===== src/rtl/sha256_msg_padder.sv =====
// Purpose : SHA-256 message padder. It packs a byte stream into 512-bit chunks and appends 0x80, zero fill and the 64-bit bit length.
// Latency : a chunk is valid 1 cycle after byte 64 is accepted, and 2 cycles after the last beat (PAD takes 1 cycle).
// Backpr. : the chunk is held stable until chunk_valid & chunk_ready; in_ready stays low for the whole time a chunk is pending.
//
// Ports:
//   clk, reset                       rising-edge clock, synchronous active-high reset
//   in_valid/in_data/in_keep/in_last byte stream in; in_ready is high only in FILL
//   chunk/chunk_valid/chunk_ready    512-bit chunk out; the first byte is in [511:504]
//   chunk_last                       marks the final chunk of a message
//   busy                             a message is in progress

module sha256_msg_padder #(
    parameter int CNT_W = 61
) (
    input  logic         clk,
    input  logic         reset,
    input  logic         in_valid,
    input  logic [7:0]   in_data,
    input  logic         in_keep,
    input  logic         in_last,
    output logic         in_ready,
    output logic [511:0] chunk,
    output logic         chunk_valid,
    input  logic         chunk_ready,
    output logic         chunk_last,
    output logic         busy
);

    typedef enum logic [1:0] {
        FILL  = 2'd0,
        PAD   = 2'd1,
        EXTRA = 2'd2,
        SEND  = 2'd3
    } state_t;

    state_t             state_q, state_d;
    logic [511:0]       data_q;
    logic [6:0]         ptr_q;
    logic [CNT_W-1:0]   cnt_q;
    logic               pad_pending_q;   // message ended exactly on a chunk boundary
    logic               extra_pending_q; // length field did not fit; a length-only chunk follows
    logic               last_q;
    logic               busy_q;
    logic               accept;
    logic               xfer;
    logic [63:0]        len_bits;

    assign accept   = in_valid & in_ready;
    assign xfer     = chunk_valid & chunk_ready;
    assign len_bits = 64'({cnt_q, 3'b000});

    assign in_ready    = (state_q == FILL) & ~reset;
    assign chunk_valid = (state_q == SEND) & ~reset;
    assign chunk_last  = last_q & (state_q == SEND) & ~reset;
    assign busy        = busy_q & ~reset;
    assign chunk       = reset ? 512'd0 : data_q;

    always_ff @(posedge clk) begin
        if (reset) begin
            state_q <= FILL;
        end else begin
            state_q <= state_d;
        end
    end

    always_comb begin
        state_d = state_q;
        case (state_q)
            FILL: begin
                if (accept) begin
                    if (in_keep && ptr_q == 7'd63) begin
                        state_d = SEND;
                    end else if (in_last) begin
                        state_d = PAD;
                    end
                end
            end
            PAD:   state_d = SEND;
            EXTRA: state_d = SEND;
            SEND: begin
                if (chunk_ready) begin
                    if (last_q) begin
                        state_d = FILL;
                    end else if (pad_pending_q) begin
                        state_d = PAD;
                    end else if (extra_pending_q) begin
                        state_d = EXTRA;
                    end else begin
                        state_d = FILL;
                    end
                end
            end
            default: state_d = FILL;
        endcase
    end

    always_ff @(posedge clk) begin
        if (reset) begin
            data_q          <= '0;
            ptr_q           <= '0;
            cnt_q           <= '0;
            pad_pending_q   <= 1'b0;
            extra_pending_q <= 1'b0;
            last_q          <= 1'b0;
            busy_q          <= 1'b0;
        end else begin
            case (state_q)
                FILL: begin
                    if (accept && in_keep) begin
                        for (int i = 0; i < 64; i++) begin
                            if (ptr_q == 7'(i)) begin
                                data_q[511-8*i -: 8] <= in_data;
                            end
                        end
                        ptr_q  <= ptr_q + 7'd1;
                        cnt_q  <= cnt_q + 1'b1;
                        busy_q <= 1'b1;
                        if (ptr_q == 7'd63) begin
                            last_q        <= 1'b0;
                            pad_pending_q <= in_last;
                        end
                    end else if (accept && in_last) begin
                        busy_q <= 1'b1;
                    end
                    // in_keep=0 without in_last: the beat is consumed and has no effect
                end
                PAD: begin
                    for (int i = 0; i < 64; i++) begin
                        if (ptr_q == 7'(i)) begin
                            data_q[511-8*i -: 8] <= 8'h80;
                        end else if (7'(i) > ptr_q) begin
                            data_q[511-8*i -: 8] <= 8'h00;
                        end
                    end
                    pad_pending_q <= 1'b0;
                    if (ptr_q <= 7'd55) begin
                        // This write comes after the zero fill above, so the length field wins
                        data_q[63:0] <= len_bits;
                        last_q       <= 1'b1;
                    end else begin
                        last_q          <= 1'b0;
                        extra_pending_q <= 1'b1;
                    end
                end
                EXTRA: begin
                    data_q          <= {448'd0, len_bits};
                    last_q          <= 1'b1;
                    extra_pending_q <= 1'b0;
                end
                SEND: begin
                    if (chunk_ready) begin
                        data_q <= '0;
                        ptr_q  <= '0;
                        if (last_q) begin
                            cnt_q           <= '0;
                            busy_q          <= 1'b0;
                            last_q          <= 1'b0;
                            pad_pending_q   <= 1'b0;
                            extra_pending_q <= 1'b0;
                        end
                    end
                end
                default: ;
            endcase
        end
    end

endmodule


===== config.mk =====
export PLATFORM = sky130hd
export DESIGN_NAME = sha256_msg_padder
export DESIGN_NICKNAME = d
export VERILOG_FILES = /design/src/rtl/sha256_msg_padder.sv
export SDC_FILE = /design/constraint.sdc
export NUM_CORES = 1
export LEC_CHECK = 0
export ABC_CLOCK_PERIOD_IN_PS = 2400
export CAP_MARGIN = 20
export CELL_PAD_IN_SITES_DETAIL_PLACEMENT = 1
export CELL_PAD_IN_SITES_GLOBAL_PLACEMENT = 1
export CORE_MARGIN = 2
export CORE_UTILIZATION = 36
export CTS_BUF_LIST = sky130_fd_sc_hd__clkbuf_8
export CTS_CLUSTER_SIZE = 24
export DETAILED_ROUTE_END_ITERATION = 7
export GPL_ROUTABILITY_DRIVEN = 1
export MAX_ROUTING_LAYER = met4
export PLACE_DENSITY = 0.79
export SLEW_MARGIN = 30
export SYNTH_ARGS = -nofsm -noshare
export SYNTH_HDL_FRONTEND = slang
export SYNTH_SLANG_ARGS = --single-unit
export TNS_END_PERCENT = 1

===== constraint.sdc =====
create_clock -name clk -period 2.4 [get_ports clk]
set_input_delay 0.24 -clock clk [delete_from_list [all_inputs] [get_ports clk]]
set_output_delay 0.24 -clock clk [all_outputs]
set_load 0.05 [all_outputs]

==> results.json, run 1 <==
{
  "status": "complete, no violations",
  "cts_tree": "yes",
  "worst_slew_pin_slew_ns": 0.872,
  "ys_warn_count": 0,
  "worst_ir_drop_vdd_v": 0.000501,
  "slew_violations": 0,
  "fin_crit_ns": 2.37,
  "core_sq_um": 74100,
  "ant_nets": 0,
  "start_util_pct": 36.2,
  "fin_ws_ns": 0.0261,
  "fmax_mhz": 421,
  "path_class": "reg2reg",
  "dieHeight_um": 277,
  "clkTransAtPathRegs_ns": 0.06,
  "arrival_ns": 3.03,
  "critPathMostFrequentCell": "buf_6",
  "rsz0062_at_grt": "true",
  "syn_area_per_cell_sq_um": 8.44,
  "nets": 3899,
  "finalCritPeriodShare_pct": 98.9,
  "power_leakage_nw": 17.0,
  "synth_seq_cells": 586,
  "first_global_vias": 26600,
  "cp_slowest_stage_delay_ns": 0.36,
  "critPathSlowestCell": "or3_4",
  "place_ws_ns": -0.415,
  "cts_buffers": 104,
  "rows": 100,
  "syn_nets": 3202,
  "synth-edff-count": 0,
  "placed_area_sq_um": 34300,
  "cp-end-kind": "flop",
  "p_total_mw": 44.3,
  "synthFlopType": "dfxtp_1",
  "path_cells": "inv_2, ha_4, buf_6, nand4b_1, buf_4, a211oi_4, buf_6, nand4_1, buf_6, or3_4, a21oi_2",
  "insertion_delay_ns": 0.76,
  "initialDrtViolationCount": 1586,
  "yosysSeqAreaShare_pct": 43.7,
  "setup_tns_ns": 0,
  "io_pins": 530,
  "gr-total-overflow": 0,
  "cts_root_buf": "clkbuf_8",
  "critPathRequiredTime_ns": 3.06,
  "num_vias": 25800,
  "synth_async_sr_flop_share_pct": 0,
  "wirelength_um": 108000,
  "final_layout_size_suffix_gt1_share_pct": 26.6,
  "cap_violations": 0,
  "htree_levels": 3,
  "die_x_um": 277,
  "max_slew_margin_pct": 41.2,
  "skew_ns": 0.0435,
  "grt_pass1_wl_um": 163000,
  "drc": 0,
  "dp_cells": 4726,
  "area_delta_synth_final_pct": 37.9,
  "hold_viol": 0,
  "yosysUniqueCellTypes": 88,
  "hold_class": "in2reg",
  "fin_util_pct": 49.9,
  "power.density_nw_per_um2": 1200,
  "io_buffer_count": 529,
  "critPathLaunchType": "flop",
  "cts_sinks": 586,
  "fin_area_sq_um": 37000,
  "path_max_fanout": 10,
  "antenna_found_initial": 4,
  "grt_max_degree": 157,
  "cts_buffer_depth": 3,
  "hold_ws_ns": 0.0591,
  "fin_cells": 4936,
  "die-area_sq_um": 76700,
  "grtUsageTotal_pct": 28.2,
  "first_pass_iters": 5,
  "routabilityCongestion": 0.938,
  "syn_area_sq_um": 26800,
  "viasPerCell": 5.23,
  "finalSetupViolations": 0,
  "wl_per_cell_um": 21.9,
  "netlist_instances": 3178,
  "hpwl_um": 77600
}
[timing repair]
item                                    CTS  global route
setup buffers                             0             2
endpoints found under the hold margin    17             0
gates resized for setup                  24            42
hold buffers                             10             0
pin swaps                                 0             8
gates cloned                              0             0
endpoints found under the setup margin   57           270
[cell type report]
cell class              instances  area, sq um
diodes                          3         7.51
clock buffers                 140         1930
clock inverters                55          402
fillers                      8708        37100
inverters                     158          601
multi-input cells            2192        13800
flip-flops and latches        586        11700
well taps                     969         1210
repair buffers                833         7290
[per-layer routing]
layer	vias to the layer above	global-route usage [%]	routed length, um
met3	228	6.61	7280
met1	12600	34.0	46000
met4	0	12.0	4280
met5	-	-	0
met2	822	45.1	50600
li1	12200	-	-
[sequential cells by signal, summed over array words and instances (netlist names)]
register	count
ptr_q	7
pad_pending_q	1
busy_q	1
data_q	512
last_q	1
extra_pending_q	1
cnt_q	61
state_q	2
[Yosys cell counts, types with 12 or more instances]
cell type,count,area share (%)
dfxtp_1,586,44
nor2b_1,388,9.1
nand2_1,359,5.0
nor2_1,283,4.0
mux2i_1,275,10
o21ai_0,226,4.2
clkbuf_1,187,2.6
inv_1,155,2.2
a21oi_1,105,2.0
a211oi_1,66,1.8
nand3_1,42,0.78
nor3_1,42,0.78
buf_2,37,0.69
o31ai_1,33,0.92
nand4_1,25,0.58
or3_1,25,0.58
o21ai_1,19,0.35
and2_1,17,0.40
and3_1,16,0.37
or4_1,16,0.45
xor2_1,16,0.52
xnor2_1,15,0.49
and4_1,12,0.39
[report_power, final]
part / internal, mW / total, mW / switching (mW)
registers: 11.9 / 12.7 / 0.831
logic: 7.87 / 21.4 / 13.5
clock network: 5.69 / 10.2 / 4.55
total: 25.4 / 44.3 / 18.9
[path summary, 6_finish.rpt]
check / slack (ns) / end / depth (start not counted) / from
hold reg to reg: 0.47 / data_q[407]$_SDFFE_PP0P_ / 2 / data_q[407]$_SDFFE_PP0P_
setup reg to reg: 0.03 / cnt_q[31]$_SDFFE_PP0P_ / 11 / state_q[0]$_SDFFE_PP0P_
setup / recovery: 0.03 / cnt_q[31]$_SDFFE_PP0P_ / 11 / state_q[0]$_SDFFE_PP0P_
hold / removal: 0.06 / data_q[23]$_SDFFE_PP0P_ / 4 / reset
[critical path: cells and delay by family, from the launching register on]
| family | cells | cell delay (ns) |
|---|---|---|
| and+or+nand+nor | 3 | 0.69 |
| buffers and inverters | 5 | 0.75 |
| AOI/OAI and AO/OA | 2 | 0.39 |
| adders and majority gates | 1 | 0.16 |
| DFF | 1 | 0.35 |
[placed cells by master, fill, tap and decap left out, types with 12 or more instances in the layout]
| master | instances |
|---|---|
| and4_1 | 12 |
| o31ai_1 | 30 |
| o21ai_0 | 223 |
| and3_1 | 16 |
| and2_1 | 16 |
| or4_1 | 16 |
| o21ai_2 | 12 |
| nor2_1 | 283 |
| o21ai_1 | 19 |
| a21oi_1 | 103 |
| nor3_1 | 40 |
| nand4_1 | 25 |
| nor2b_1 | 388 |
| inv_1 | 182 |
| clkdlybuf4s50_1 | 46 |
| dfxtp_1 | 582 |
| nand2_1 | 351 |
| xor2_1 | 16 |
| mux2i_1 | 275 |
| xnor2_1 | 15 |
| buf_4 | 696 |
| clkinv_2 | 13 |
| or3_1 | 24 |
| clkbuf_8 | 140 |
| nand3_1 | 42 |
| a211oi_1 | 64 |
| buf_12 | 68 |
[cell families after synthesis]
family / synth area share [%]
fa+ha+maj: 0.467
flops: 43.7
mux: 10.6
simple gates: 24.8
buf+inv: 5.90
compound gates: 13.5
xor+xnor: 1.01
No activity file was read; power rests on OpenSTA's default activity.
==> run 2: changes to the inputs <==
Settings changed: ABC_CLOCK_PERIOD_IN_PS 2400 to unset, CTS_CLUSTER_DIAMETER set to 40.
==> results.json, run 2 (same netlist as run 1, synthesis figures left out) <==
{
  "status": "finished, violations left",
  "violations": "negative setup slack",
  "rows": 100,
  "endpoint": "data_q[37]$_SDFFE_PP0P_",
  "setup_tns_ns": -0.398,
  "hpwl_um": 77600,
  "clkTransAtPathRegs_ns": 0.07,
  "fin_util_pct": 50.0,
  "rrSetupSlack_ns": -0.07,
  "skew_ns": 0.0277,
  "cts_tree": "yes",
  "hold_class": "in2reg",
  "worst_ir_drop_vdd_v": 0.000561,
  "die_x_um": 277,
  "fmax_mhz": 404,
  "fin_ws_ns": -0.0747,
  "insertion_delay_ns": 0.71,
  "core_sq_um": 74100,
  "drc": 0,
  "io_buffer_count": 529,
  "critPathLaunch": "state_q[0]$_SDFFE_PP0P_",
  "cts_root_buf": "clkbuf_8",
  "routabilityCongestion": 0.938,
  "hold_ws_ns": 0.0680,
  "cts_sinks": 586,
  "cp_slowest_stage_delay_ns": 0.64,
  "grt_pass1_wl_um": 164000,
  "reg.largest.list": "data_q (512), cnt_q (61), ptr_q (7)",
  "grtUsageTotal_pct": 28.2,
  "hold_viol": 0,
  "grt_max_degree": 157,
  "arrival_ns": 3.04,
  "final_common_cell": "buf_4",
  "final_cell_mix": "buf_4 (698), dfxtp_1 (584), nor2b_1 (387), nand2_1 (351), nor2_1 (283)",
  "largest-register": "data_q",
  "wl_met2_um": 50300,
  "place_ws_ns": -0.415,
  "cap_violations": 0,
  "power_leakage_nw": 16.8,
  "cts_buffers": 99,
  "routed.top_layer": "met4",
  "cts_buffer_depth": 3,
  "antenna_found_initial": 4,
  "path_max_fanout": 37,
  "reg2reg_from": "state_q[0]$_SDFFE_PP0P_",
  "wl_per_cell_um": 22.0,
  "worst_slew_pin_slew_ns": 0.755,
  "path_cells": "inv_1, ha_4, buf_12, a2111oi_1, buf_4, o21ai_1, buf_4, a211oi_1, nor3_1",
  "dp_cells": 4726,
  "rsz0062_at_grt": "true",
  "nets": 3892,
  "max_slew_margin_pct": 49.7,
  "finalCritPeriodShare_pct": 103,
  "critPathMostFrequentCell": "buf_4",
  "r2r_cells": 9,
  "largest_reg_flops": 512,
  "io_pins": 530,
  "dieHeight_um": 277,
  "critPathSlowestCell": "a2111oi_1",
  "num_vias": 25800,
  "wirelength_um": 108000,
  "slew_violations": 0,
  "min_from": "reset",
  "finalSetupViolations": 11,
  "die-area_sq_um": 76700,
  "cp-end-kind": "flop",
  "critPathLaunchType": "flop",
  "power.density_nw_per_um2": 1210,
  "ant_nets": 0,
  "wl_met1_um": 45900,
  "rr_endpoint": "data_q[37]$_SDFFE_PP0P_",
  "final_layout_size_suffix_gt1_share_pct": 27.0,
  "fin_area_sq_um": 37000,
  "fillerInstances": 8664,
  "fin_crit_ns": 2.47,
  "p_total_mw": 44.9,
  "htree_levels": 3,
  "wl_met3_um": 7170,
  "area_delta_synth_final_pct": 38.1,
  "viasPerCell": 5.24,
  "first_pass_iters": 5,
  "placed_area_sq_um": 34300,
  "first_global_vias": 26800,
  "path_class": "reg2reg",
  "critPathRequiredTime_ns": 2.96,
  "start_util_pct": 36.2,
  "fin_cells": 4925,
  "initialDrtViolationCount": 1603,
  "gr-total-overflow": 0
}
run 2: worst min-delay path by stage:
stage	end	slack, ns	depth (start not counted)
4_1_cts	data_q[63]$_SDFFE_PP0P_	0.01	4
6_report	data_q[23]$_SDFFE_PP0P_	0.07	4
3_5_place_dp	data_q[407]$_SDFFE_PP0P_	0.46	2
5_1_grt	data_q[23]$_SDFFE_PP0P_	0.04	4
2_1_floorplan	data_q[0]$_SDFFE_PP0P_	0.41	2
3_3_place_gp	data_q[407]$_SDFFE_PP0P_	0.44	2
run 2: report_power, final:
part	switching [mW]	internal, mW
logic	13.6	7.91
registers	0.829	11.9
clock network	4.82	5.93
run 2: timing repair:
| item | in CTS | in global routing |
|---|---|---|
| pin swaps | 2 | 4 |
| gates cloned | 0 | 0 |
| hold buffers | 9 | 0 |
| resized for setup | 24 | 43 |
| buffers inserted | 0 | 1 |
| hold endpoints to repair | 10 | 0 |
| endpoints found under the setup margin | 73 | 281 |
run 2: final cells by class:
class | instances | area (sq um) | area share [%]
Antenna cell | 4 | 10.0 | 0.0270
Clock inverter | 76 | 880 | 2.37
Sequential cell | 586 | 11700 | 31.7
Clock buffer | 109 | 1500 | 4.05
Timing Repair Buffer | 831 | 7260 | 19.6
Multi-Input combinational cell | 2192 | 13800 | 37.4
Inverter | 158 | 596 | 1.61
Tap cell | 969 | 1210 | 3.27
run 2: critical path: cells and delay by family (launching register included):
family	cells	cell delay (ns)
AOI/OAI and AO/OA	3	0.97
adders and majority gates	1	0.19
buffers and inverters	4	0.71
DFF	1	0.37
and+or+nand+nor	1	0.08
run 2: per-layer routing:
metal	vias to the layer above	GRT usage, %
met5	-	-
met4	0	12.7
met3	250	6.54
met2	853	45.0
met1	12600	33.9
li1	12100	-
